`src/rtl/decode_stage.sv`:
```
// ID stage: holds one {pc, inst} from fetch, decodes the MIPS subset, stalls on RAW
// hazards (no forwarding), resolves branches/jumps to fetch and hands a bundle to EXE.
module decode_stage (
    input  logic         clk,
    input  logic         resetn,
    input  logic         IF_over,
    input  logic [63:0]  IF_ID_bus,
    output logic         ID_allow_in,
    input  logic         EXE_allow_in,
    output logic         ID_over,
    output logic [147:0] ID_EXE_bus,
    output logic [32:0]  jbr_bus,
    output logic [4:0]   rf_raddr1,
    output logic [4:0]   rf_raddr2,
    input  logic [31:0]  rf_rdata1,
    input  logic [31:0]  rf_rdata2,
    input  logic [4:0]   EXE_wdest,
    input  logic [4:0]   MEM_wdest,
    input  logic [4:0]   WB_wdest,
    input  logic         cancel,
    output logic [31:0]  ID_pc,
    output logic [31:0]  ID_inst
);

    typedef enum logic [1:0] {EMPTY, DECODE, STALL, WAIT} state_t;

    state_t      state, state_next;
    logic [31:0] pc_p0, inst_p0;

    logic [5:0]  opcode, funct;
    logic [4:0]  rs, rt, rd, sa;
    logic [15:0] imm;
    logic        is_r;
    logic        is_addu, is_subu, is_slt, is_and, is_or, is_xor, is_sll, is_srl, is_jr;
    logic        is_addiu, is_ori, is_lui, is_lw, is_sw, is_beq, is_bne, is_j, is_jal;
    logic        use_rs, use_rt, hazard, handoff, latch;
    logic        rf_wen, branch_taken, jbr_taken;
    logic [4:0]  rf_wdest;
    logic [11:0] alu_op;
    logic [31:0] alu_src1, alu_src2, imm_sext, imm_zext, pc_plus4, br_target, jbr_target;

    function automatic logic raw_dep(input logic [4:0] src, input logic [4:0] e,
                                     input logic [4:0] m, input logic [4:0] w);
        return (src != 5'd0) && ((src == e) || (src == m) || (src == w));
    endfunction

    assign opcode = inst_p0[31:26];
    assign rs     = inst_p0[25:21];
    assign rt     = inst_p0[20:16];
    assign rd     = inst_p0[15:11];
    assign sa     = inst_p0[10:6];
    assign funct  = inst_p0[5:0];
    assign imm    = inst_p0[15:0];
    assign is_r   = (opcode == 6'b000000);

    assign is_addu  = is_r && (funct == 6'b100001);
    assign is_subu  = is_r && (funct == 6'b100011);
    assign is_slt   = is_r && (funct == 6'b101010);
    assign is_and   = is_r && (funct == 6'b100100);
    assign is_or    = is_r && (funct == 6'b100101);
    assign is_xor   = is_r && (funct == 6'b100110);
    assign is_sll   = is_r && (funct == 6'b000000);
    assign is_srl   = is_r && (funct == 6'b000010);
    assign is_jr    = is_r && (funct == 6'b001000);
    assign is_addiu = (opcode == 6'b001001);
    assign is_ori   = (opcode == 6'b001101);
    assign is_lui   = (opcode == 6'b001111);
    assign is_lw    = (opcode == 6'b100011);
    assign is_sw    = (opcode == 6'b101011);
    assign is_beq   = (opcode == 6'b000100);
    assign is_bne   = (opcode == 6'b000101);
    assign is_j     = (opcode == 6'b000010);
    assign is_jal   = (opcode == 6'b000011);

    // Only recognised instructions read sources; unsupported ones are NOPs and never stall
    assign use_rs = is_addu | is_subu | is_slt | is_and | is_or | is_xor | is_jr
                  | is_addiu | is_ori | is_lw | is_sw | is_beq | is_bne;
    assign use_rt = is_addu | is_subu | is_slt | is_and | is_or | is_xor | is_sll | is_srl
                  | is_jr | is_sw | is_beq | is_bne;
    assign hazard = (use_rs && raw_dep(rs, EXE_wdest, MEM_wdest, WB_wdest))
                  | (use_rt && raw_dep(rt, EXE_wdest, MEM_wdest, WB_wdest));

    assign ID_over     = ((state == DECODE) || (state == WAIT)) && !hazard && !cancel;
    assign handoff     = ID_over && EXE_allow_in;
    assign ID_allow_in = (state == EMPTY) || handoff;
    assign latch       = IF_over && ID_allow_in && !cancel;

    always_comb begin
        state_next = state;
        if (cancel)
            state_next = EMPTY;
        else if (latch)
            state_next = DECODE;
        else if (handoff)
            state_next = EMPTY;
        else begin
            case (state)
                DECODE:  state_next = hazard ? STALL : WAIT;
                STALL:   state_next = hazard ? STALL : DECODE;
                WAIT:    state_next = hazard ? STALL : WAIT;
                default: state_next = EMPTY;
            endcase
        end
    end

    always_ff @(posedge clk or negedge resetn) begin
        if (!resetn) begin
            state   <= EMPTY;
            pc_p0   <= 32'd0;
            inst_p0 <= 32'd0;
        end else begin
            state <= state_next;
            if (latch) begin
                pc_p0   <= IF_ID_bus[63:32];
                inst_p0 <= IF_ID_bus[31:0];
            end
        end
    end

    assign imm_sext = {{16{imm[15]}}, imm};
    assign imm_zext = {16'd0, imm};
    assign pc_plus4 = pc_p0 + 32'd4;

    assign alu_op = {is_addu | is_addiu | is_lw | is_sw | is_jal, is_subu, is_slt, is_and,
                     is_or | is_ori, is_xor, is_sll, is_srl, is_lui, 3'b000};

    assign alu_src1 = (is_sll || is_srl) ? {27'd0, sa} :
                      is_jal             ? pc_p0       : rf_rdata1;
    assign alu_src2 = (is_addiu || is_lw || is_sw) ? imm_sext :
                      (is_ori || is_lui)           ? imm_zext :
                      is_jal                       ? 32'd8    : rf_rdata2;

    assign rf_wen   = is_addu | is_subu | is_slt | is_and | is_or | is_xor | is_sll | is_srl
                    | is_addiu | is_ori | is_lui | is_lw | is_jal;
    assign rf_wdest = !rf_wen ? 5'd0  :
                      is_jal  ? 5'd31 :
                      is_r    ? rd    : rt;

    assign br_target  = pc_plus4 + {{14{imm[15]}}, imm, 2'b00};
    assign jbr_target = is_jr              ? rf_rdata1 :
                        (is_j || is_jal)   ? {pc_plus4[31:28], inst_p0[25:0], 2'b00} : br_target;

    assign branch_taken = is_j | is_jal | is_jr
                        | (is_beq && (rf_rdata1 == rf_rdata2))
                        | (is_bne && (rf_rdata1 != rf_rdata2));
    // Redirect fetch only on the handoff cycle so a stalled or flushed branch never leaks out
    assign jbr_taken = handoff && branch_taken;
    assign jbr_bus   = jbr_taken ? {1'b1, jbr_target} : 33'd0;

    assign ID_EXE_bus = {alu_op, is_lw, is_sw, alu_src1, alu_src2, rf_rdata2,
                         rf_wen, rf_wdest, pc_p0};

    assign rf_raddr1 = rs;
    assign rf_raddr2 = rt;
    assign ID_pc     = pc_p0;
    assign ID_inst   = inst_p0;

endmodule

```
`config.mk`:
```
export PLATFORM = sky130hd
export DESIGN_NAME = decode_stage
export DESIGN_NICKNAME = d
export VERILOG_FILES = /design/src/rtl/decode_stage.sv
export SDC_FILE = /design/constraint.sdc
export NUM_CORES = 1
export LEC_CHECK = 0
export ABC_AREA = 1
export CAP_MARGIN = 10
export CORE_AREA = 3 3 157 159
export DETAILED_ROUTE_END_ITERATION = 12
export DIE_AREA = 0 0 160 162
export HOLD_SLACK_MARGIN = 0.08
export PLACE_DENSITY = 0.74
export SKIP_LAST_GASP = 1
export SYNTH_ARGS = -nofsm -noshare
export SYNTH_HDL_FRONTEND = slang
export SYNTH_SLANG_ARGS = --single-unit
```
`constraint.sdc`:
```
create_clock -name clk -period 4.25 [get_ports clk]
set_input_delay 0.6375 -clock clk [delete_from_list [all_inputs] [get_ports clk]]
set_output_delay 0.6375 -clock clk [all_outputs]
set_load 0.01 [all_outputs]
```
Word-level counts from Yosys, hierarchy flattened --
Index checks and enable logic that the tools add are counted.
Storage, ports and cells: register bits 66, output and inout bits 257, bits of input ports 148, word-level logic and storage cells 123
Cells by class: add/sub/neg operators 2, equal/unequal tests 28, multiplexer cells 17, reduce and logical (&&, ||, !) cells 40, bitwise logic cells 33
Operators with widths (count):
- $mux 32 | 7
- $eq 6x6->1 const B | 8
- $mux 33 | 1
- $or 1x1->1 | 33
- $add 32x3->32 const B | 1
- $add 32x32->32 | 1
- $eq 32x32->1 | 1
- $ne 32x32->1 | 1
- $eq 5x5->1 | 6
- $eq 6x4->1 const B | 4
- $logic_and 1x1->1 | 21
- $eq 6x2->1 const B | 3
- $mux 5 | 3
- $eq 6x3->1 const B | 2
- $logic_not 6->1 | 2
- $logic_or 1x1->1 | 11
- $reduce_bool 5->1 | 2
- $mux 2 | 4
- $eq 2x2->1 const B | 2
- $pmux 2 s2 | 1
- $eq 2x1->1 const B | 1
- $logic_not 1->1 | 2
- $logic_not 2->1 | 1
- $reduce_or 2->1 | 1
- $mux 1 | 1

Depth between registers and ports, before layout --
Gate-level depths: netlist of run 1.
depth in word-level cells 25, gate-level depth with buffers 23, gate-level depth less buffers 23

Worst setup path before layout of run 1 --
OpenSTA, ideal clock, no wires.
path type reg-to-output, start point reg pc_p0[3], in the netlist ID_pc[3], end point out jbr_bus[31], cell stages (with the launch flop) 23, path buffers 0, setup slack 305 ps, arrival 3308 ps, required time 3612 ps, cells stage by stage dfrtp_1 ha_1 inv_1 nor3_1 nand2_1 nor2_1 nand3_1 nor3_1 nand2_1 nor2_1 xor2_1 ha_1 a21oi_1 o21ai_0 nand2_1 nand3_1 nor2_1 nand3_1 nand3_1 nand2_1 nand3_1 nand2_1 nor2_1
On the way: cells in the longest elaborated chain, start to end 5
RTL lines:
- start, declared | line 28 | logic [31:0] pc_p0, inst_p0;
- start signal, assigned | line 114 | pc_p0 <= IF_ID_bus[63:32];
- $add 32x3->32 * | line 122 | assign pc_plus4 = pc_p0 + 32'd4;
- $add 32x32->32 | line 139 | assign br_target = pc_plus4 + {{14{imm[15]}}, imm, 2'b00};
- $mux 32 * | line 141 | (is_j || is_jal) ? {pc_plus4[31:28], inst_p0[25:0], 2'b00} : br_target;
- $mux 32 * | line 140 | assign jbr_target = is_jr ? rf_rdata1 :
- $mux 33 * | line 148 | assign jbr_bus = jbr_taken ? {1'b1, jbr_target} : 33'd0;
- end, declared | line 12 | output logic [32:0] jbr_bus,
Mark *: on every way between the ends. The rest lies on a longest branch, timed or not.

Worst setup path in the final report of run 1 --
start point reg pc_p0[4], in the netlist ID_pc[4], end point out jbr_bus[26]
On the way: cells in the longest elaborated chain, start to end 5
RTL lines (line):
- $add 32x3->32 | 122
- $add 32x32->32 | 139
- $mux 32 | 141
- $mux 32 | 140
- $mux 33 | 148
No other way between the ends.

==> metrics.txt, run 1 <==
area leader, netlist=dfrtp_1; relative slew slack=39.9%; grt ovf=0; CTS sink cnt=66; CTS tree=done; initial antenna violation count=2; # setup viols final=16; gpl congestion=0.995; Arrival @ worst endpoint=3.82 ns; worst r2r dst=ID_pc[5]; HP Class=in -> async; failing checks=setup timing; sequential area share after synthesis=18.5%; Post-Syn Instances=1523; CP startpoint=ID_pc[4]; share of layout cells above drive strength 1=20.9%; Die H=162 microns; Worst path slowest cell=dfrtp_1; DRC=0; Iter 0 DRT Violations=roughly 1400; r2r setup slk=0.94 ns; CP max FO=3; DR WL/cell=approximately 21 microns; hold-fix buffers at CTS=0; CP cell instances=buf_4 -> inv_1 -> nor3_4 -> nand2_2 -> nor2_4 -> nand3_4 -> nor2_4 -> nand2_2 -> nor3_4 -> xor2_2 -> ha_4 -> buf_6 -> nand2_4 -> nor2_2 -> nor2_2 -> a21boi_2 -> nand3_1 -> nand2_1 -> nand3_2 -> o211ai_1 -> nand2_1 -> nor2_1 -> buf_2; Reg2Reg Depth=14; vias in the first global route=between 10000 and 15000; Final Routed Wirelength=48300 microns; Site Rows=56; synth warn=0; final hold violations=0; post-DP HPWL=39600 microns; # IOs=405; Synth cell types=44; Synth Register Bits=66; Setup WS pre-CTS=-0.694 ns; leakage power=7.35 nW; Antenna Nets Post-Route=0; worst skew pair latency=0.34 ns; Final Util=64.1%; first-pass GRT wire length=slightly above 70000 microns; Yosys top cell area share=18.5%; router iterations before antenna repair=6; ranking of synthesized cells by area=dfrtp_1 19%, nand2_1 18%, nor2_1 7.9%, buf_4 7.6%, inv_1 7.6%; fraction of registers with async set/reset=100%; Setup CP Type=reg -> out; Layout Nets=approximately 2200; final worst slack=-0.205 ns; Max Freq=224 MHz; main flop type after synthesis=dfrtp_1; core area=23400 sq um; Die Footprint=~26000 sq um; H-tree Lvls=3; clk buf depth=2; number of vias per cell=about 5.3; status=finished with violations; overall via count from detail_route=12200; CP startpoint kind=flop; Layout area overhead=68.1%; Root Driver=clkbuf_16; I/O Buffers=around 400; CP max stage delay=between 0.3 and 0.4 ns; Setup Skew=0.00741 ns; max-cap violations=0; clock-pin slew on the worst setup and hold paths=0.06 ns; largest net degree at the start of global routing=67; total track usage=35.4%; CP endpoint kind=primary output; initial core utilization=38.1%; CTS buffer count=9; EDFF count, synth=0; post-route clock period utilization=105%; pwr/cell area=593 nW/um^2; Syn Area/Cell=5.86 sq um; unrepaired setup endpoints after global routing=yes; Crit path max-delay family=simple AND/OR/NAND/NOR gates; Worst IR Drop VDD=0.384 mV; slew of the pin with the lowest slew margin=0.901 ns; Buf/Inv on CP=4; start of the worst register-to-register path=ID_inst[26]; Syn Std Cell Area=8930 sq um; die width=160 microns; min Tclk post-route=between 4 and 5 ns; hold_ws=between 0.4 and 0.5 ns; Final Max Tran Viols=0; CP Data Required Time=3.61 ns
==> layout make-up <==
class | count | area [sq um]
Fill cell | 2221 | 8390
Multi-Input combinational cell | 1128 | 6530
Timing Repair Buffer | 595 | 5430
Sequential cell | 66 | 1650
Inverter | 185 | 694
Tap cell | 319 | 399
Clock buffer | 11 | 253
Clock inverter | 5 | 52.6
Antenna cell | 1 | 2.50
==> registers in the layout, indices dropped and copies added, names as in the netlist <==
register,flops
ID_inst,32
state,2
ID_pc,32
==> cells by family (layout without fill, tap and decap cells) <==
kind of cell	Yosys count	after routing	share of synthesized area, %
AO/OA/AOI/OAI	196	196	13.1
XOR/XNOR	60	60	5.89
adder cells (fa/ha/maj)	31	31	4.43
buffers and inverters	331	796	18.5
flip-flops	66	66	18.5
multiplexers	4	4	0.449
other	1	4	0.0420
AND/OR/NAND/NOR	834	834	39.1
==> placed cells by master (no fill, tap or decap), types with 10 or more instances in the layout <==
cell and instances:
inv_1 168, xor2_1 45, buf_2 14, nand4_1 29, nand2_2 25, o211ai_1 16
nor2_1 152, ha_1 14, buf_4 188, ha_4 15, nor3_1 19, dfrtp_1 66
nand2_1 403, nor2_2 23, clkdlybuf4s50_1 376, inv_2 16, a21oi_1 19, nand3_2 14
a21oi_2 16, nand3_1 114, a211oi_1 20, xnor2_1 10, o21ai_0 60, nor2_4 19
==> timing repair <==
| item | CTS | global route |
|---|---|---|
| endpoints found under the setup margin | 22 | 24 |
| pin swaps | 63 | 59 |
| resized for setup | 189 | 113 |
| setup buffers | 19 | 10 |
==> worst max path at each step <==
stage / to / slack (ns) / depth (start not counted)
6_report: jbr_bus[26] / -0.21 / 23
5_1_grt: jbr_bus[26] / -0.45 / 23
4_1_cts: jbr_bus[26] / -0.29 / 23
3_5_place_dp: jbr_bus[20] / -0.69 / 23
3_3_place_gp: jbr_bus[20] / -0.76 / 23
2_1_floorplan: jbr_bus[31] / 0.30 / 22
==> power by group <==
group | leakage (nW) | internal, mW | switching, mW
Clock | 0.151 | 0.483 | 0.284
Combinational | 6.38 | 3.14 | 3.75
Sequential | 0.820 | 0.835 | 0.398
Total | 7.35 | 4.46 | 4.44
==> synthesized netlist by cell type (2+ instances only) <==
library cell    n
xor2_1         49
mux2i_1         4
o21a_1          4
xnor2_1        11
nand4_1        29
nand3_1       127
o22ai_1        10
a22oi_1         3
o211ai_1       16
o21ai_0        75
dfrtp_1        66
a21o_1          4
o311ai_0        2
a31oi_1         5
inv_2           4
o21bai_1       10
nor2_1        189
buf_1           2
or2_2          10
a21oi_1        40
a21boi_0        4
buf_4          90
ha_1           30
nor2_2          4
inv_1         180
a211oi_1       20
nand3b_1        4
nand3_2         2
nor3_1         27
nand2_1       433
nand2_2         2
clkbuf_1       36
buf_2          10
nor4_1          4
buf_6           8
==> metrics by stage <==
| step | TNS, ns | cells | total power, mW | instance area (sq um) |
|---|---|---|---|---|
| 2_1_floorplan | 0 | 1525 | 4.10 | 8930 |
| 3_3_place_gp | -5.15 | 2265 | 7.10 | 13700 |
| 3_5_place_dp | -5.96 | 2265 | 7.09 | 13700 |
| 4_1_cts | -3.12 | 2300 | 8.37 | 14500 |
| 5_1_grt | -5.67 | 2309 | 9.42 | 15000 |
| 6_report | -1.67 | 2310 | 8.90 | 15000 |
==> layer usage <==
layer  up-vias  wire (microns)  global-route usage, %
li1       5725               -                      -
met1      5670           19900                   46.6
met2       704           22200                   58.7
met3        98            4620                   6.96
met4         0            1610                   11.5
met5         -               0                      0
Power figures use the tool's default switching activity.
==> run 2: changes to the inputs <==
--- a/config.mk
+++ b/config.mk
@@ -7,11 +7,11 @@
 export LEC_CHECK = 0
 export ABC_AREA = 1
 export CAP_MARGIN = 10
-export CORE_AREA = 3 3 157 159
+export CORE_MARGIN = 3
+export CORE_UTILIZATION = 39
 export DETAILED_ROUTE_END_ITERATION = 12
-export DIE_AREA = 0 0 160 162
 export HOLD_SLACK_MARGIN = 0.08
-export PLACE_DENSITY = 0.74
+export PLACE_DENSITY = 0.79
 export SKIP_LAST_GASP = 1
 export SYNTH_ARGS = -nofsm -noshare
 export SYNTH_HDL_FRONTEND = slang
==> constraint.sdc (replaced) <==
create_clock -name clk -period 3.7 [get_ports clk]
set_input_delay 0.555 -clock clk [delete_from_list [all_inputs] [get_ports clk]]
set_output_delay 0.555 -clock clk [all_outputs]
set_load 0.02 [all_outputs]
==> run 2 against run 1 <==
Against the previous run: the flow still finishes with violations (setup timing); via count rose by 4.7%; largest power group unchanged; design area rose by 7.7%; first-iteration DRC count fell by 13%; sequential cell count did not move; largest cell class unchanged.
==> metrics.txt, run 2 (synthesis gave the netlist of run 1 again) <==
die width=157 microns (-1.7%); post-route clock period utilization=119%; CTS tree=done; CTS sink cnt=66 (unchanged); Worst IR Drop VDD=0.467 mV (+22%); relative slew slack=38.5% (-1.4 points); total track usage=37.4% (+2.0 points); M1 WL=19300 microns (-2.7%); I/O Buffers=401 (unchanged); Iter 0 DRT Violations=1173 (-13%); top routing layer in use=met4; clock-pin slew on the worst setup and hold paths=0.06 ns (about the same); max-cap violations=0 (unchanged); Setup TNS Final=-10.39 ns (-8.72 ns); vias in the first global route=12400 (+6.1%); min Tclk post-route=between 4 and 5 ns; core area=22200 sq um (-5.3%); Max Freq=228 MHz; CP Data Required Time=3.14 ns (-0.47 ns); final worst slack=-0.687 ns (-0.482 ns); slew of the pin with the lowest slew margin=0.923 ns (+0.0211 ns); # setup viols final=22 (+6); Layout Nets=2263 (+4.6%); CP endpoint kind=primary output; gpl congestion=1.03 (+3.1%); hold-fix buffers at CTS=0 (unchanged); DRC=0 (unchanged); pwr/cell area=715 nW/um^2 (+21%); HP Class=in -> async; router iterations before antenna repair=5 (-1); CP max FO=4 (+1); Worst path slowest cell=dfrtp_2; Final Routed Wirelength=48900 microns (+1.1%); largest net degree at the start of global routing=68 (+1.5%); design area=16200 sq um (+7.7%); initial antenna violation count=1 (-1); grt ovf=0 (unchanged); fillers=1841 (-17%); Arrival @ worst endpoint=3.83 ns (about the same); Antenna Nets Post-Route=0 (unchanged); CP cell instances=buf_6 -> ha_4 -> inv_4 -> nor3_4 -> nand2_2 -> nor2_4 -> nand3_4 -> nor2_4 -> nand2_2 -> buf_4 -> xor2_1 -> inv_1 -> ha_4 -> nand2_2 -> nor2_2 -> inv_2 -> nor2_4 -> nand4_1 -> nand4_1 -> nand3_2 -> o211ai_1 -> nand2_1 -> nor2_2 -> buf_6; DR WL/cell=20.6 microns (-1.4%); final hold violations=0 (unchanged); Die H=157 microns (-2.9%); Setup CP Type=reg -> out; leakage power=7.93 nW (+7.9%); Root Driver=clkbuf_16; number of vias per cell=5.39 (+2.1%); initial core utilization=40.3% (+2.1 points); first-pass GRT wire length=71200 microns (+0.24%); met3 WL=5120 microns (+11%); CP max stage delay=0.41 ns (+0.02 ns); worst skew pair latency=0.34 ns (about the same); failing checks=setup timing; most common cell after layout, fill and taps aside=nand2_1; share of layout cells above drive strength 1=28.0% (+7.1 points); routed wl met2=22600 microns (+1.7%); Power Total=11.6 mW (+30%); post-DP HPWL=39300 microns (-0.70%); status=finished with violations; most frequent cells in the layout=385 x nand2_1, 358 x clkdlybuf4s50_1, 295 x buf_4; overall via count from detail_route=12800 (+4.7%); CTS buffer count=9 (unchanged); # IOs=405 (unchanged); Die Footprint=24700 sq um (-4.5%); clk buf depth=2 (unchanged); Final Max Tran Viols=0 (unchanged); CP startpoint kind=flop; Setup Skew=0.00839 ns (+0.000983 ns); unrepaired setup endpoints after global routing=yes; Site Rows=54 (-3.6%); Layout area overhead=81.1%; H-tree Lvls=3 (unchanged); Cell Area, Placed=14400 sq um (+5.3%)
-- run 2: cell count changes in the layout (fill, tap and decap cells not counted), sizes merged --
cell and change:
clkbuf -5, dlymetal6s2s -3, buf +119, clkinvlp +3, inv -1, dlygate4sd2 +5, clkdlybuf4s50 -18, clkinv -1
-- run 2: layout make-up --
| cell class | instances | area (sq um) | area share [%] |
|---|---|---|---|
| Multi-Input combinational cell | 1128 | 6810 | 42.1 |
| Clock buffer | 10 | 239 | 1.48 |
| Inverter | 185 | 704 | 4.36 |
| Antenna cell | 1 | 2.50 | 0.0155 |
| Sequential cell | 66 | 1660 | 10.3 |
| Clock inverter | 6 | 66.3 | 0.410 |
| Timing Repair Buffer | 694 | 6330 | 39.2 |
| Tap cell | 280 | 350 | 2.17 |
-- run 2: per-layer routing --
metal | vias up | GRT usage, %
li1 | 5928 | -
met1 | 5960 | 47.6
met2 | 774 | 62.7
met3 | 112 | 8.47
met4 | 0 | 12.4
met5 | - | 0
-- run 2: per-stage QoR --
step                      util [%]  setup WS (ns)  std cells  hold WS [ns]
final                         73.0         -0.687       2370         0.309
after global routing          73.0         -0.897       2370         0.382
after CTS                     69.2         -0.616       2351         0.359
after detailed placement      64.9         -0.763       2316         0.532
after global placement        64.9         -0.667       2316         0.531
after floorplan                  -        0.00334       1525         0.259
-- run 2: final timing paths --
check | start | endpoint | slack (ns) | cells past startpoint
worst max-delay path | ID_pc[2] | jbr_bus[26] | -0.69 | 24
worst min-delay path | resetn | ID_pc[17] | 0.31 | 1
min in group clk | ID_inst[28] | ID_inst[28] | 0.57 | 2
worst max register to register | ID_inst[27] | ID_pc[12] | 0.62 | 18
max in group asynchronous | resetn | ID_inst[29] | 2.73 | 1
worst min register to register | ID_inst[28] | ID_inst[28] | 0.57 | 2
-- run 2: what timing repair did --
item                                    4_1_cts  5_1_grt
hold endpoints to repair                      0        0
setup buffers                                19       20
endpoints found under the setup margin       41       41
pin swaps                                    69      111
gates resized for setup                     193      189
-- run 2: power by group --
part	leakage, nW	switching [mW]	internal [mW]	total [mW]
registers	0.808	0.414	0.967	1.38
clock network	0.141	0.340	0.540	0.880
logic	6.98	5.12	4.19	9.31
-- run 2: critical path, delay by kind of cell, from the launching register on --
| kind | cells | cell delay (ns) |
|---|---|---|
| compound gates | 1 | 0.18 |
| xor+xnor | 1 | 0.11 |
| fa+ha+maj | 2 | 0.46 |
| buf+inv | 6 | 0.60 |
| flops | 1 | 0.41 |
| simple gates | 14 | 1.72 |
